### config.mk
export PLATFORM = sky130hd
export DESIGN_NAME = cell_pos_reader
export DESIGN_NICKNAME = d
export VERILOG_FILES = /design/src/rtl/cell_pos_reader.sv
export SDC_FILE = /design/constraint.sdc
export NUM_CORES = 1
export LEC_CHECK = 0
export ABC_AREA = 1
export CORE_MARGIN = 2
export CORE_UTILIZATION = 33
export DETAILED_ROUTE_END_ITERATION = 12
export PLACE_DENSITY = 0.53
export REMOVE_ABC_BUFFERS = 1
export SYNTH_ARGS = -nofsm -noshare
export SYNTH_HDL_FRONTEND = slang
export SYNTH_SLANG_ARGS = --single-unit
### constraint.sdc
create_clock -name clock -period 7.5 [get_ports clock]
set_clock_uncertainty 0.1 [all_clocks]
set_input_delay 1.5 -clock clock [delete_from_list [all_inputs] [get_ports clock]]
set_output_delay 1.5 -clock clock [all_outputs]
set_load 0.02 [all_outputs]
### src/rtl/cell_pos_reader.sv
// Read sequencer for one cell position memory: fetches the particle count at address 0,
// then streams records 1..N through a credit-tracked output FIFO. Optional count clamp: CELL_READER_COUNT_CLAMP_EN.
module cell_pos_reader #(
    parameter int DATA_WIDTH   = 96,
    parameter int ADDR_WIDTH   = 8,
    parameter int PARTICLE_NUM = 220,
    parameter int RD_LATENCY   = 2,
    parameter int FIFO_DEPTH   = 4
) (
    input  logic                  clock,
    input  logic                  rst_n,
    input  logic                  start,
    output logic                  busy,
    output logic                  done,
    output logic [ADDR_WIDTH-1:0] particle_count,
    output logic                  count_err,
    output logic [ADDR_WIDTH-1:0] mem_address,
    output logic                  mem_rden,
    output logic                  mem_wren,
    output logic [DATA_WIDTH-1:0] mem_data,
    input  logic [DATA_WIDTH-1:0] mem_q,
    output logic [DATA_WIDTH-1:0] out_data,
    output logic [ADDR_WIDTH-1:0] out_index,
    output logic                  out_last,
    output logic                  out_valid,
    input  logic                  out_ready
);
    localparam int PW = (FIFO_DEPTH > 1) ? $clog2(FIFO_DEPTH) : 1;
    localparam int CW = $clog2(FIFO_DEPTH + RD_LATENCY + 1);
    localparam int WW = (RD_LATENCY > 1) ? $clog2(RD_LATENCY) : 1;

    typedef enum logic [2:0] {IDLE, RD_CNT, WAIT_CNT, STREAM, DRAIN, FIN} state_t;
    typedef struct packed {
        logic [DATA_WIDTH-1:0] data;
        logic [ADDR_WIDTH-1:0] idx;
        logic                  last;
    } rec_t;

    state_t                                 state_q, state_d;
    logic [WW-1:0]                          wait_q, wait_d;
    logic [ADDR_WIDTH-1:0]                  n_q, next_addr_q, next_addr_d, addr_hold_q;
    logic [RD_LATENCY-1:0]                  vld_pipe_q;
    logic [RD_LATENCY-1:0][ADDR_WIDTH-1:0]  tag_pipe_q;
    rec_t                                   fifo_q [FIFO_DEPTH];
    logic [PW-1:0]                          wr_ptr_q, rd_ptr_q;
    logic [CW-1:0]                          fifo_cnt_q, inflight;
    logic                                   issue, tag_in, push, pop, cnt_latch;
    logic [ADDR_WIDTH-1:0]                  issue_addr, cnt_raw, cnt_use;
    rec_t                                   push_rec, head;

    assign cnt_raw = mem_q[ADDR_WIDTH-1:0];

`ifdef CELL_READER_COUNT_CLAMP_EN
    localparam logic [ADDR_WIDTH-1:0] MAX_ADDR = ADDR_WIDTH'(PARTICLE_NUM - 1);
    logic err_q;
    assign cnt_use   = (cnt_raw > MAX_ADDR) ? MAX_ADDR : cnt_raw;
    assign count_err = err_q;
    always_ff @(posedge clock or negedge rst_n) begin
        if (!rst_n)                          err_q <= 1'b0;
        else if (state_q == IDLE && start)   err_q <= 1'b0;
        else if (cnt_latch)                  err_q <= (cnt_raw > MAX_ADDR);
    end
`else
    assign cnt_use   = cnt_raw;
    assign count_err = 1'b0;
`endif

    // Reads still in the memory pipe count against FIFO space so a push always finds room.
    always_comb begin
        inflight = '0;
        for (int i = 0; i < RD_LATENCY; i++) inflight = inflight + CW'(vld_pipe_q[i]);
    end

    always_comb begin
        state_d     = state_q;
        wait_d      = wait_q;
        next_addr_d = next_addr_q;
        issue       = 1'b0;
        tag_in      = 1'b0;
        issue_addr  = next_addr_q;
        cnt_latch   = 1'b0;
        case (state_q)
            IDLE:   if (start) state_d = RD_CNT;
            RD_CNT: begin
                issue      = 1'b1;
                issue_addr = '0;
                wait_d     = '0;
                state_d    = WAIT_CNT;
            end
            WAIT_CNT: begin
                if (wait_q == WW'(RD_LATENCY - 1)) begin
                    cnt_latch = 1'b1;
                    if (cnt_use == '0) state_d = FIN;
                    else begin
                        next_addr_d = ADDR_WIDTH'(1);
                        state_d     = STREAM;
                    end
                end else begin
                    wait_d = wait_q + WW'(1);
                end
            end
            STREAM: begin
                if (fifo_cnt_q + inflight < CW'(FIFO_DEPTH)) begin
                    issue       = 1'b1;
                    tag_in      = 1'b1;
                    next_addr_d = next_addr_q + ADDR_WIDTH'(1);
                    if (next_addr_q == n_q) state_d = DRAIN;
                end
            end
            DRAIN:   if (inflight == '0 && fifo_cnt_q == '0) state_d = FIN;
            FIN:     state_d = IDLE;
            default: state_d = IDLE;
        endcase
    end

    assign busy        = (state_q != IDLE);
    assign done        = (state_q == FIN);
    assign mem_rden    = issue;
    assign mem_address = issue ? issue_addr : addr_hold_q;
    assign mem_wren    = 1'b0;
    assign mem_data    = '0;
    assign particle_count = n_q;

    assign push     = vld_pipe_q[RD_LATENCY-1];
    assign push_rec = '{data: mem_q, idx: tag_pipe_q[RD_LATENCY-1],
                        last: (tag_pipe_q[RD_LATENCY-1] == n_q)};
    assign out_valid = (fifo_cnt_q != '0);
    assign pop       = out_valid & out_ready;
    assign head      = fifo_q[rd_ptr_q];
    // Gated so every output reads zero while the FIFO is empty (including straight after reset).
    assign out_data  = out_valid ? head.data : '0;
    assign out_index = out_valid ? head.idx  : '0;
    assign out_last  = out_valid & head.last;

    always_ff @(posedge clock or negedge rst_n) begin
        if (!rst_n) begin
            state_q     <= IDLE;
            wait_q      <= '0;
            next_addr_q <= '0;
            n_q         <= '0;
            addr_hold_q <= '0;
            vld_pipe_q  <= '0;
            tag_pipe_q  <= '0;
            wr_ptr_q    <= '0;
            rd_ptr_q    <= '0;
            fifo_cnt_q  <= '0;
        end else begin
            state_q     <= state_d;
            wait_q      <= wait_d;
            next_addr_q <= next_addr_d;
            if (cnt_latch) n_q <= cnt_use;
            if (issue)     addr_hold_q <= issue_addr;
            vld_pipe_q[0] <= tag_in;
            tag_pipe_q[0] <= next_addr_q;
            for (int i = 1; i < RD_LATENCY; i++) begin
                vld_pipe_q[i] <= vld_pipe_q[i-1];
                tag_pipe_q[i] <= tag_pipe_q[i-1];
            end
            if (push) wr_ptr_q <= (wr_ptr_q == PW'(FIFO_DEPTH - 1)) ? '0 : wr_ptr_q + PW'(1);
            if (pop)  rd_ptr_q <= (rd_ptr_q == PW'(FIFO_DEPTH - 1)) ? '0 : rd_ptr_q + PW'(1);
            case ({push, pop})
                2'b10:   fifo_cnt_q <= fifo_cnt_q + CW'(1);
                2'b01:   fifo_cnt_q <= fifo_cnt_q - CW'(1);
                default: fifo_cnt_q <= fifo_cnt_q;
            endcase
        end
    end

    always_ff @(posedge clock) begin
        if (push) fifo_q[wr_ptr_q] <= push_rec;
    end

endmodule
== After elaboration in Yosys (flattened, before gate mapping) ==
Memories as Yosys holds them, arrays and structs flattened.
Index checks and enable logic that the tools add are counted.
Cells by class
  $add $sub $neg: 8
  multiply operators: 0
  div/mod/pow operators: 0
  order comparisons: 1
  eq/ne operators: 17
  shift-type cells: 0
  multiplexer cells: 27
  bitwise gates (word level): 2
  reductions and logical operators: 12
Operator list (count)
  $mux 96: 1
  $mux 8: 6
  $mux 3: 6
  $eq 8x8->1: 2
  $pmux 8 s2: 1
  $pmux 3 s5: 1
  $ne 2x2->1 const B: 6
  $logic_not 3->1: 3
  $add 8x1->8 const B: 1
  $logic_not 8->1: 1
  $mux 1: 7
  $eq 2x2->1 const B: 3
  $eq 3x2->1 const B: 2
  $eq 3x3->1 const B: 2
  $pmux 3 s2: 1
  $reduce_bool 2->1: 3
  $reduce_bool 3->1: 2
  $reduce_and 5->1: 1
  $add 2x1->2 const B: 2
  $mux 2: 2
  $pmux 1 s2: 2
  $reduce_and 4->1: 1
  $add 3x1->3 const B: 1
  $add 3x2->3: 1
  other kinds (8): 9
Word-level totals
  bits in registers: 53
  bits in latches: 0
  RAM bits: 420
  ROM bits: 0
  input bits: 100
  output and inout bits: 223
  logic and storage cells: 79
  memories: 1
Memory list
  fifo_q: words 4, width 105, read ports 1, clocked after memory_dff 0, write ports 1, RTL line 44  | rec_t fifo_q [FIFO_DEPTH];

== Logic depth before layout (Yosys ltp) ==
  depth in word-level cells: 6
  depth in mapped cells: 12
  mapped depth without buffers: 11

== Worst setup path after synthesis ==
Ideal clock, no wire load.
  path type: reg2out
  start: register vld_pipe_q[1]
  end: output mem_address[1]
  data arrival time: 1.981 ns
  data required time: 5.900 ns
  slack: 3.919 ns
  cell stages (with the launch flop): 11
  buffers on the path: 2
  path through: dfrtp_1 -> clkbuf_1 -> inv_1 -> ha_1 -> nand3_1 -> nand2_1 -> nand2_1 -> nand2_1 -> nand2_1 -> buf_2 -> o21ai_0
Between the ends
  longest elaborated chain between the ends: 6
Ends and longest elaborated chain
  start: declaration: RTL line 42  | logic [RD_LATENCY-1:0] vld_pipe_q;
  start signal: indexed assignment: RTL line 156  | vld_pipe_q[i] <= vld_pipe_q[i-1];
  $add 1x1->2: RTL line 71  | for (int i = 0; i < RD_LATENCY; i++) inflight = inflight + CW'(vld_pipe_q[i]);
  $add 3x2->3: RTL line 103  | if (fifo_cnt_q + inflight < CW'(FIFO_DEPTH)) begin
  $lt 3x3->1: RTL line 103
  $mux 1: RTL line 103
  $pmux 1 s2: RTL line 82  | case (state_q)
  $mux 8
  end: declaration: RTL line 17  | output logic [ADDR_WIDTH-1:0] mem_address,
Every way passes these cells.

== Final worst setup path ==
  start: register rd_ptr_q[0]
  end: output out_data[5]
Between the ends
  longest elaborated chain between the ends: 2
Ends and longest elaborated chain
  start: declaration: RTL line 45  | logic [PW-1:0] wr_ptr_q, rd_ptr_q;
  start signal: assignment: RTL line 160  | if (pop) rd_ptr_q <= (rd_ptr_q == PW'(FIFO_DEPTH - 1)) ? '0 : rd_ptr_q + PW'(1);
  $mem_v2 4x105
  $mux 96: RTL line 131  | assign out_data = out_valid ? head.data : '0;
  end: declaration: RTL line 22  | output logic [DATA_WIDTH-1:0] out_data,
Every way passes these cells.

==> results.toml <==
[clock_tree]
clockBufferDepth = 3
numCtsBuffers = 51
path_clk_slew_ns = 0.06
cts_tree = "done"
clk_latency_ns = 0.58
htree_num_levels = 2
postCtsSetupBuffers = 0
post_cts_resized = 0
cts_root_buffer = "clkbuf_16"
ctsHoldBuffers = 0
clock_sinks = 473

[global_route]
grt_overflow = 0
grt_max_degree = 89
antenna_found_initial = 1
grt_usage = 0.1523
grt_pass1_vias = 11910
grt_pass1_wl_um = 70810

[worst_setup_path]
critPathMaxFanout = 88
crit_path_end_kind = "output port"
arrival_ns = 3.79
worst-path-buf-inv = 3
worstSetupPathType = "reg2out"
cpPeakStageDelay_ns = 0.75
critPathSlowestCell = "dfrtp_4"
critPathRequiredTime_ns = 5.90
crit_family = "buffers and inverters"
cp-start-kind = "flop"
worstPathCellList = "inv_6 -> buf_4 -> o21ai_0 -> a21oi_1 -> clkdlybuf4s50_1"

[sta]
slew_headroom = 0.2848
drv_slew = 0
finalCriticalPeriod_ns = 5.388
tightest_slew_ns = 1.073
setup_viol = 0
maxClockFrequency_ghz = 0.1856
rsz0062_at_grt = "no"
hold_viol_final = 0
min_period_over_period = 0.7184
holdWs_ns = 0.2442

[detailed_routing]
first_pass_iters = 4
vias_per_cell = 4.639
ant_nets = 0
avgRoutedWirePerCell_um = 17.82
routed_wl_um = 47030
route.detailed.drc = 0
drt_iter0_drc = 726
via_count = 12240

[die]
die_w_um = 246.4
start_util = 0.3347
coreArea_mm2 = 0.05792
die_h_um = 246.4
pin_count = 323
rows = 88
dieArea_mm2 = 0.06070

[logic_synthesis]
netlist_area_mm2 = 0.01939
yosys_warnings = 0
yosysSeqAreaShare = 0.7190
synthMuxAreaShare = 0
ys_ff_latch = 473
synth_cell_types = 31
synth_cells = 1628
synth-simple-area-share = 0.1094
synthAdderAreaFrac = 0.007487
synth_compound_area_frac = 0.09184
postSynthAreaPerCell_um2 = 11.91
synth-xor-area-share = 0.006325
synth_top_family_by_area = "simple AND/OR/NAND/NOR gates"

[worst_hold_path]
min_path_type = "reg2reg"

[final_layout]
drive_gt1_frac = 0.06083
antenna_cells = 0
area_growth_pct = 21.98
nets = 1943

[place]
dp_hpwl_um = 26570
gp_congestion = 0.8206
io_buffers = 224

[job]
cap_viol_max_count = 0

[power_and_ir_drop]
peakVddDrop_uv = 257.2
powerDensity_mw_per_mm2 = 419.0
design_power_total_mw = 9.908
p_leak_nw = 8.367

[run_status]
outcome = "finished clean"
-- logic make-up after synthesis --
logic type | count (synthesis)
AO/OA/AOI/OAI | 352
XOR/XNOR | 14
adder cells (fa/ha/maj) | 11
buffers and inverters | 231
flip-flops | 473
other | 1
AND/OR/NAND/NOR | 546
-- cell type report --
class                      count  area (µm²)
multi-input combinational   1021        4537
tap                          765       957.2
sequential                   473       13950
clock buffer                  61        1366
inverter                      48       200.2
clock inverter                34       306.5
timing repair buffer         237        2335
fill                        5482       34270
-- power by group --
| part | switching, mW | internal [mW] | total [mW] |
|---|---|---|---|
| Combinational | 2.48 | 1.49 | 3.97 |
| Clock | 1.02 | 1.47 | 2.49 |
| Sequential | 0.233 | 3.21 | 3.45 |
-- Yosys cell counts (all sizes together) --
cell type | count | area share
inv | 47 | 0.0091
or2 | 3 | 0.00097
nor2 | 445 | 0.086
o21bai | 2 | 0.00077
nand4 | 4 | 0.0013
nand3 | 19 | 0.0049
xor2 | 6 | 0.0027
buf | 134 | 0.047
fa | 1 | 0.0010
clkinv | 1 | 0.00019
conb | 1 | 0.00019
o211ai | 1 | 0.00039
dfrtp | 53 | 0.068
ha | 10 | 0.0065
nor4 | 1 | 0.00032
xnor2 | 8 | 0.0036
nor3 | 5 | 0.0021
clkbuf | 49 | 0.0095
o21ai | 236 | 0.062
a21oi | 113 | 0.029
nand2 | 69 | 0.013
edfxtp | 420 | 0.65
-- sequential cells by signal (all words and copies together), names as in the netlist --
signal,count
fifo_q,420
addr_hold_q,8
next_addr_q,8
particle_count,8
push_rec,8
tag_pipe_q,8
fifo_cnt_q,3
state_q,3
rd_ptr_q,2
vld_pipe_q,2
wr_ptr_q,2
wait_q,1
-- cells in the final DEF, fill, tap and decap left out, types with 2 or more instances in the layout --
cell	count
xnor2_1	8
nand4_1	4
clkbuf_16	53
nand3_1	19
bufinv_16	5
nor2_1	443
conb_1	98
inv_4	6
dfrtp_4	2
clkinv_1	8
nand2_1	69
o21ai_2	3
xor2_1	6
dfrtp_1	51
inv_1	40
clkinvlp_4	4
clkbuf_1	7
edfxtp_1	420
nor2_2	2
clkinv_2	14
clkdlybuf4s50_1	223
o21ai_0	215
o21bai_1	2
ha_1	10
a21oi_1	113
nor3_1	3
buf_4	13
clkinv_4	3
o21ai_1	18
or2_2	3
-- metal layers --
| layer | vias up | part of all wire | routed length (µm) | global-route usage |
|---|---|---|---|---|
| met4 | 2 | 0.019 | 902 | 0.04359 |
| met5 | - | 0.00019 | 9 | 0 |
| met1 | 5954 | 0.45 | 21130 | 0.2071 |
| li1 | 5852 | - | - | - |
| met3 | 61 | 0.060 | 2822 | 0.02865 |
| met2 | 374 | 0.47 | 22160 | 0.2485 |
-- worst paths after layout --
kind                            slack [ns]              to  cells past startpoint           from
worst max-delay path                  2.11     out_data[5]                      5    rd_ptr_q[0]
worst min-delay path                  0.24     push_rec[8]                      0  tag_pipe_q[7]
worst max register to register        4.75   fifo_q[1][19]                      5    wr_ptr_q[1]
worst min register to register        0.24     push_rec[8]                      0  tag_pipe_q[7]
max in group asynchronous             5.82     rd_ptr_q[0]                      2          rst_n
min in group asynchronous             0.97  next_addr_q[2]                      2          rst_n
-- worst register-to-register path: cells and delay by family (launching register included) --
family,cells,cell delay [ns]
adder cells (fa/ha/maj),1,0.15
flip-flops,1,0.40
buffers and inverters,3,1.55
AND/OR/NAND/NOR,1,0.08
-- stage by stage --
step	instance area, µm²	cells	utilization	TNS, ns	setup WS, ns
finish	23650	2639	0.4083	0	2.112
global route	23650	2639	0.4083	0	1.786
CTS	23650	2639	0.4083	0	2.000
detailed placement	21970	2544	0.3794	0	2.677
global placement	21970	2544	0.3794	0	2.672
floorplan	18660	1542	-	-63.58	-0.6055
No activity file was read; power rests on OpenSTA's default activity.
